## src/rtl/game_countdown_pkg.sv

```systemverilog
// Shared game-core types and constants: countdown FSM states, BCD digit
// triple and the borrow-decrement used on the round-timer display.
package game_countdown_pkg;

  localparam int CLK25_HZ = 25_000_000;

  typedef enum logic [2:0] {
    CD_IDLE,
    CD_CONVERT,
    CD_RUN,
    CD_PAUSE,
    CD_EXPIRED
  } cd_state_t;

  typedef struct packed {
    logic [3:0] hund;
    logic [3:0] tens;
    logic [3:0] ones;
  } bcd3_t;

  // Caller guarantees a nonzero value, so the hundreds digit never wraps.
  function automatic bcd3_t bcd_dec(input bcd3_t v);
    bcd3_t r;
    r = v;
    if (v.ones != 4'd0) r.ones = v.ones - 4'd1;
    else begin
      r.ones = 4'd9;
      if (v.tens != 4'd0) r.tens = v.tens - 4'd1;
      else begin
        r.tens = 4'd9;
        r.hund = v.hund - 4'd1;
      end
    end
    return r;
  endfunction

endpackage

```

## src/rtl/game_countdown_bin2bcd.sv

```systemverilog
// Sequential double-dabble: one shift-add-3 step per cycle, SEC_W cycles.
// Digit outputs are the result of the current step; valid while done is high.
module bin2bcd_seq
  import game_countdown_pkg::*;
#(
  parameter int SEC_W = 8
) (
  input  logic             clk25,
  input  logic             reset_n,
  input  logic             start,
  input  logic [SEC_W-1:0] bin,
  output logic             busy,
  output logic             done,
  output logic [3:0]       bcd_hund,
  output logic [3:0]       bcd_tens,
  output logic [3:0]       bcd_ones
);

  localparam int CW = $clog2(SEC_W + 1);

  logic [SEC_W-1:0] sh;
  logic [CW-1:0]    cnt;
  bcd3_t            acc, acc_adj, acc_nxt;

  always_comb begin
    acc_adj = acc;
    for (int d = 0; d < 3; d++)
      if (acc[d*4 +: 4] >= 4'd5) acc_adj[d*4 +: 4] = acc[d*4 +: 4] + 4'd3;
    acc_nxt = 12'({acc_adj, sh[SEC_W-1]});
  end

  assign done = busy && (cnt == CW'(SEC_W - 1));
  assign {bcd_hund, bcd_tens, bcd_ones} = acc_nxt;

  always_ff @(posedge clk25 or negedge reset_n) begin
    if (!reset_n) begin
      sh   <= '0;
      acc  <= '0;
      cnt  <= '0;
      busy <= 1'b0;
    end else if (start) begin
      sh   <= bin;
      acc  <= '0;
      cnt  <= '0;
      busy <= 1'b1;
    end else if (busy) begin
      sh  <= sh << 1;
      acc <= acc_nxt;
      cnt <= cnt + 1'b1;
      if (done) busy <= 1'b0;
    end
  end

endmodule

```

## src/rtl/game_countdown.sv

```systemverilog
// Round countdown timer: loads seconds, converts to BCD, then decrements
// once per CLK_HZ cycles with BCD borrow, pulsing tick and expire_pulse.
module game_countdown
  import game_countdown_pkg::*;
#(
  parameter int CLK_HZ = CLK25_HZ,
  parameter int SEC_W  = 8
) (
  input  logic             clk25,
  input  logic             reset_n,
  input  logic             load,
  input  logic [SEC_W-1:0] load_value,
  input  logic             start,
  input  logic             pause,
  output logic [SEC_W-1:0] seconds_left,
  output logic [3:0]       bcd_hund,
  output logic [3:0]       bcd_tens,
  output logic [3:0]       bcd_ones,
  output logic             busy,
  output logic             running,
  output logic             tick,
  output logic             expired,
  output logic             expire_pulse
);

  localparam int            PW     = (CLK_HZ > 1) ? $clog2(CLK_HZ) : 1;
  localparam logic [PW-1:0] PS_TOP = PW'(CLK_HZ - 1);

  logic [1:0]       rst_ff;
  logic             rst_n;
  cd_state_t        state, state_nxt;
  logic [PW-1:0]    presc, presc_nxt;
  logic [SEC_W-1:0] cnt_nxt;
  bcd3_t            bcd, bcd_nxt;
  logic [3:0]       conv_h, conv_t, conv_o;
  logic             conv_done, tick_nxt, xp_nxt;

  // Assert asynchronously, release two edges later in the clk25 domain.
  always_ff @(posedge clk25 or negedge reset_n) begin
    if (!reset_n) rst_ff <= 2'b00;
    else          rst_ff <= {rst_ff[0], 1'b1};
  end
  assign rst_n = rst_ff[1];

  bin2bcd_seq #(.SEC_W(SEC_W)) u_bcd (
    .clk25    (clk25),
    .reset_n  (rst_n),
    .start    (load),
    .bin      (load_value),
    .busy     (busy),
    .done     (conv_done),
    .bcd_hund (conv_h),
    .bcd_tens (conv_t),
    .bcd_ones (conv_o)
  );

  always_comb begin
    state_nxt = state;
    presc_nxt = presc;
    cnt_nxt   = seconds_left;
    bcd_nxt   = bcd;
    tick_nxt  = 1'b0;
    xp_nxt    = 1'b0;
    if (load) begin
      state_nxt = CD_CONVERT;
      presc_nxt = '0;
      cnt_nxt   = load_value;
    end else begin
      case (state)
        CD_CONVERT:
          if (conv_done) begin
            state_nxt = CD_IDLE;
            bcd_nxt   = '{hund: conv_h, tens: conv_t, ones: conv_o};
          end
        CD_IDLE:
          if (start && !pause) begin
            presc_nxt = '0;
            if (seconds_left == '0) begin
              state_nxt = CD_EXPIRED;
              xp_nxt    = 1'b1;
            end else state_nxt = CD_RUN;
          end
        CD_RUN, CD_PAUSE:
          // The resume edge counts, so a P-cycle pause shifts ticks by exactly P.
          if (pause) state_nxt = CD_PAUSE;
          else begin
            state_nxt = CD_RUN;
            if (presc == PS_TOP) begin
              presc_nxt = '0;
              cnt_nxt   = seconds_left - 1'b1;
              bcd_nxt   = bcd_dec(bcd);
              tick_nxt  = 1'b1;
              if (seconds_left == SEC_W'(1)) begin
                state_nxt = CD_EXPIRED;
                xp_nxt    = 1'b1;
              end
            end else presc_nxt = presc + 1'b1;
          end
        default: ;
      endcase
    end
  end

  always_ff @(posedge clk25 or negedge rst_n) begin
    if (!rst_n) begin
      state        <= CD_IDLE;
      presc        <= '0;
      seconds_left <= '0;
      bcd          <= '0;
      tick         <= 1'b0;
      expire_pulse <= 1'b0;
    end else begin
      state        <= state_nxt;
      presc        <= presc_nxt;
      seconds_left <= cnt_nxt;
      bcd          <= bcd_nxt;
      tick         <= tick_nxt;
      expire_pulse <= xp_nxt;
    end
  end

  assign bcd_hund = bcd.hund;
  assign bcd_tens = bcd.tens;
  assign bcd_ones = bcd.ones;
  assign running  = (state == CD_RUN);
  assign expired  = (state == CD_EXPIRED);

endmodule

```

## config.mk

```make
export PLATFORM = sky130hd
export DESIGN_NAME = game_countdown
export DESIGN_NICKNAME = d
export VERILOG_FILES = /design/src/rtl/game_countdown_pkg.sv /design/src/rtl/game_countdown_bin2bcd.sv /design/src/rtl/game_countdown.sv
export SDC_FILE = /design/constraint.sdc
export NUM_CORES = 1
export LEC_CHECK = 0
export BUFFER_PORTS_ARGS = -buffer_cell sky130_fd_sc_hd__buf_2
export CAP_MARGIN = 20
export CORE_UTILIZATION = 60
export CTS_BUF_LIST = sky130_fd_sc_hd__clkbuf_4
export CTS_CLUSTER_SIZE = 40
export DETAILED_ROUTE_END_ITERATION = 16
export PLACE_DENSITY = 0.8
export SYNTH_ARGS = -nofsm -noshare
export SYNTH_HDL_FRONTEND = slang
export SYNTH_SLANG_ARGS = --single-unit
export TNS_END_PERCENT = 5
```

## constraint.sdc

```tcl
create_clock -name clk25 -period 2.9 [get_ports clk25]
set_clock_uncertainty 0.15 [all_clocks]
set_input_delay 0.58 -clock clk25 [delete_from_list [all_inputs] [get_ports clk25]]
set_output_delay 0.58 -clock clk25 [all_outputs]
set_load 0.02 [all_outputs]
```

Word level (Yosys, flattened, before mapping) --
Cells that the tools add are included.
Cells by class: order comparisons 3, eq/ne operators 16, add/subtract/negate cells 9, reductions and logical operators 20, mux-type cells 48, bitwise logic cells 1
Operators by type and width (count):
- 25-bit two-way mux | 4
- 12-bit two-way mux | 5
- 8-bit two-way mux | 7
- 25-bit case mux with 2 select lines | 1
- 4-bit two-way mux | 7
- 25-bit by 1-bit adder with 25-bit output (second input constant) | 1
- 25-bit == test (second input constant) | 1
- 3-bit two-way mux | 8
- 12-bit case mux with 2 select lines | 1
- 1-bit two-way mux | 13
- 4-bit by 3-bit greater-or-equal comparator with 1-bit output (second input constant) | 3
- 2-bit inequality test (second input constant) | 6
- 4-bit nonzero test | 3
- 4-bit by 1-bit subtractor with 4-bit output (second input constant) | 3
- 3-bit inequality test (second input constant) | 3
- 3-bit case mux with 3 select lines | 1
- 3-bit AND reduction | 3
- 4-bit by 2-bit adder with 4-bit output (second input constant) | 2
- 8-bit by 1-bit == test with 1-bit output (second input constant) | 1
- 8-bit logical NOT | 1
- 2-bit nonzero test | 4
- 8-bit by 1-bit subtractor with 8-bit output (second input constant) | 1
- 7-bit AND reduction | 1
- 3-bit by 2-bit == test with 1-bit output (second input constant) | 2
- 14 further kinds | 15
Storage, ports and cells: output and inout port bits 25, flip-flop bits (word level) 77, input port bits 13

Logic depth before layout (Yosys ltp) --
depth in word-level cells 6, gate-level depth with buffers 9

Hierarchy --
From an unflattened synthesis, not the netlist that was laid out.
Unflattened totals: cells, all modules 496, area total of the unflattened synthesis 4534.3 um^2
By module, submodules not included:
- game_countdown | area each 3085.5 um^2, instances 1, cells an instance 343
- bin2bcd_seq | area each 1448.9 um^2, instances 1, cells an instance 153

Least setup slack after synthesis --
OpenSTA, ideal clock, no wires.
kind input -> register, from in load, to reg bcd (netlist bit bcd_tens[2]), stages on the path 6, path slack 604 ps, path buffers 1, library setup time 136 ps, arrival time 2011 ps, cell sequence buf_2 -> nor4b_1 -> a31oi_1 -> or4b_4 -> a2111oi_4 -> o22ai_1
Between the ends: cells in the longest elaborated chain, start to end 2
RTL lines:
- start: declaration | RTL line game_countdown.sv:11 | input logic load,
- 1-bit inverter (no line)
- 6-bit AND reduction (no line)
- end signal: assignment | RTL line game_countdown.sv:116 | bcd <= bcd_nxt;
- end: declaration | RTL line game_countdown.sv:34 | bcd3_t bcd, bcd_nxt;
No other way between the ends. A chain may end at the register's enable or synchronous reset.

Final worst setup path --
from reg presc[15], to reg bcd (netlist bit bcd_hund[2])
Between the ends: cells in the longest elaborated chain, start to end 3
RTL lines:
- start: declaration | RTL line game_countdown.sv:32 | logic [PW-1:0] presc, presc_nxt;
- start signal: assignment | RTL line game_countdown.sv:114 | presc <= presc_nxt;
- 25-bit == test | RTL line game_countdown.sv:88 | if (presc == PS_TOP) begin
- 2-bit inequality test (no line)
- 7-bit AND reduction (no line)
No other way between the ends.

==> impl_metrics.json <==
{
  "cts-resized-gates": 0,
  "die_w_um": 89.6,
  "power.internal_uw": 1610,
  "use_met2_pct": 46.3,
  "num_vias": 3917,
  "coreArea_sq_um": 7330,
  "crit-reg2reg-capture": "bcd_hund[2]",
  "initial_utilization_pct": 62.8,
  "p_seq_share_pct": 53.2,
  "worst-path-stages": 5,
  "dp_hpwl_um": 7630,
  "async_flop_share_pct": 100,
  "worst_pin_slew_ns": 0.690,
  "n_antenna_cell": 0,
  "wl_per_cell_um": 17.1,
  "cp_data_required_time_ns": 3.08,
  "yosysSeqAreaShare_pct": 41.9,
  "crit_fanout": 7,
  "globalplace.congestion": 0.876,
  "pwr-share-clk_pct": 33.1,
  "rows": 31,
  "track_usage_pct": 28.2,
  "cts_sinks": 77,
  "path_class": "flop to flop",
  "met3_usage_pct": 5.82,
  "grt_pass1_vias": 3653,
  "ys_seq_elements": 77,
  "cts_hold_buf": 1,
  "synthToLayoutAreaGrowth_pct": 10.4,
  "tns_ns": 0,
  "grt_pass1_wl_um": 17300,
  "use_met1_pct": 37.7,
  "drc": 0,
  "startpoint_type": "flop",
  "grt_overflow_total": 0,
  "arrival_ns": 2.65,
  "vias_per_cell": 6.29,
  "max_freq_mhz": 406,
  "critPathBufInv": 0,
  "clkTransAtPathRegs_ns": 0.12,
  "total_power_uw": 2250,
  "busiest_layer": "met2",
  "power_switching_uw": 643,
  "grt_antenna_before_repair": 0,
  "combinationalPowerShare_pct": 13.8,
  "drtIter0Drc": 258,
  "period_minus_slack_ns": 2.46,
  "crit_path_end_kind": "flop",
  "slew_viol_final": 0,
  "syn-mean-instance-area_sq_um": 9.54,
  "clkLatencyLatePin_ns": 0.44,
  "synth_cell_types": 71,
  "cp_cell_sequence": "nor4b_1 -> and4_1 -> o2111ai_1 -> nor2_1 -> mux2_2",
  "slowest_stage": "dfrtp_1",
  "max-vdd-ir-drop_v": 0.000346,
  "p_sw_share_pct": 28.6,
  "ff2ff_setup_slack_ns": 0.44,
  "die-area_sq_um": 8020,
  "reg2regPathDepth": 5,
  "setup_viol": 0,
  "relSlewSlack_pct": 53.6,
  "clock_path_buffers": 2,
  "cp-startpoint": "presc[15]",
  "power.leakage_uw": 0.00225,
  "fp.dieH_um": 89.6,
  "pin_count": 38,
  "p_per_area_nw_per_um2": 443,
  "cap_violations": 0,
  "timing.rr.start": "presc[15]",
  "final_hold_viol_count": 0,
  "cts-root-buf": "clkbuf_4",
  "setup_ws_ns": 0.439,
  "syn_nets": 507,
  "routed_wl_um": 10700,
  "post-cts-setup-buffers": 0,
  "drt_pass1_iterations": 5,
  "synth_area_sq_um": 4600,
  "crit_end": "bcd_hund[2]",
  "cts_made_buffers": 9,
  "hold_class": "flop to async pin",
  "syn_inst": 482,
  "dp_slack_ns": 0.476,
  "status": "finished, final reports clean",
  "synth_ff_type": "dfrtp_1",
  "layout-drive-gt1-share_pct": 17.0,
  "yosys_warnings": 0,
  "htree_num_levels": 3,
  "finalNetCount": 544,
  "drtAntennaViolNets": 0,
  "synth_edf_count": 0,
  "fin_crit_sh_pct": 84.9,
  "critical-path-top-delay-family": "simple AND/OR/NAND/NOR gates",
  "n_fill_cell": 570,
  "grt_max_degree": 60,
  "rsz0062_at_grt": "false",
  "io_buffers": 37,
  "slowest_delay_ns": 0.46,
  "cts_tree": "yes"
}
==> worst min-delay path by stage <==
stage                   start         to  slack, ns  cells past startpoint
CTS                 rst_ff[1]  presc[23]       0.06                      0
finish              rst_ff[1]   presc[9]       0.04                      0
global placement    rst_ff[1]  presc[17]       0.05                      0
detailed placement  rst_ff[1]       tick       0.05                      0
global route        rst_ff[1]       tick       0.09                      0
floorplan             reset_n  rst_ff[0]       0.13                      0
==> cells by family after synthesis <==
family                   count (synthesis)  share of synthesized area [%]
XOR/XNOR                                28                           5.33
other                                    1                         0.0815
AO/OA/AOI/OAI                          110                           16.9
AND/OR/NAND/NOR                        191                           24.2
flip-flops                              77                           41.9
adder cells (fa/ha/maj)                 12                           3.26
multiplexers                            20                           4.46
buffers and inverters                   43                           3.89
==> sequential cells by signal (all words and copies together) (netlist names) <==
register      count
rst_ff            2
presc            25
bcd_tens          4
state             3
u_bcd.cnt         4
u_bcd.sh          8
tick              1
bcd_ones          4
expire_pulse      1
seconds_left      8
u_bcd.acc        12
u_bcd.busy        1
bcd_hund          4
==> layout by cell type, fill, tap and decap left out, types with 6 or more instances in the layout <==
master / Yosys / routed
nor4_1: 9 / 9
xor2_1: 18 / 18
a211oi_1: 9 / 9
ha_1: 12 / 12
a21oi_1: 32 / 32
mux2i_1: 16 / 16
clkbuf_4: 0 / 10
or3_1: 7 / 7
buf_4: 2 / 12
nor2_1: 58 / 58
xnor2_1: 10 / 10
dfrtp_1: 77 / 76
nand2_1: 21 / 21
o211ai_1: 9 / 9
or4_1: 6 / 6
inv_1: 18 / 18
o21ai_0: 14 / 14
nor3_1: 12 / 12
nand4_1: 11 / 11
nand3_1: 13 / 13
buf_2: 8 / 37
and2_1: 6 / 6
o2111ai_1: 8 / 8
and4_1: 8 / 8
==> worst reg2reg max path, delay by kind of cell, from the launching register on <==
kind | cells | cell delay, ns
compound gates | 1 | 0.33
flops | 1 | 0.46
simple gates | 3 | 1.08
mux | 1 | 0.34
==> area by class of cell <==
class	instances	area, sq um	share of cell area, %
clock buffers	10	75.1	1.48
clock inverters	6	86.3	1.70
inverters	18	67.6	1.33
multi-input cells	362	2490	49.1
flip-flops and latches	77	1930	37.9
well taps	99	124	2.44
repair buffers	51	305	6.01
==> metrics by stage <==
step / std cells / instance area (sq um) / util [%] / hold slack (ns)
2_1_floorplan: 482 / 4600 / - / 0.134
3_3_place_gp: 606 / 4910 / 67.0 / 0.0476
3_5_place_dp: 606 / 4910 / 67.0 / 0.0516
4_1_cts: 623 / 5080 / 69.3 / 0.0618
5_1_grt: 623 / 5080 / 69.3 / 0.0920
6_report: 623 / 5080 / 69.3 / 0.0447
==> cell usage after synthesis (4+ instances only) <==
library cell	number	area share, %
dfrtp_1	77	42
nor2_1	58	4.7
a21oi_1	32	3.5
nand2_1	21	1.7
inv_1	18	1.5
xor2_1	18	3.4
mux2i_1	16	3.5
clkbuf_1	14	1.1
o21ai_0	14	1.5
nand3_1	13	1.4
ha_1	12	3.3
nor3_1	12	1.3
nand4_1	11	1.5
xnor2_1	10	1.9
a211oi_1	9	1.5
nor4_1	9	1.2
o211ai_1	9	1.5
and4_1	8	1.5
buf_2	8	0.87
o2111ai_1	8	1.5
or3_1	7	0.95
and2_1	6	0.82
or4_1	6	0.98
nor2b_1	5	0.68
nor3b_1	5	0.82
a31oi_1	4	0.54
and3_1	4	0.54
nand2b_1	4	0.54
==> power groups by stage <==
stage | sequential, uW | combinational, uW | clock [uW]
2_1_floorplan | 1240 | 176 | 0
5_1_grt | 1210 | 350 | 801
6_report | 1200 | 310 | 744
3_5_place_dp | 1210 | 310 | 0
4_1_cts | 1190 | 313 | 761
3_3_place_gp | 1210 | 299 | 0
==> per-layer routing <==
metal | up-vias | wire length, um | share of wire [%]
met3 | 20 | 448 | 4.2
li1 | 1859 | - | -
met1 | 1937 | 4740 | 44
met5 | - | 0 | 0
met4 | 0 | 160 | 1.5
met2 | 101 | 5340 | 50
(Power assumes the default switching activity.)
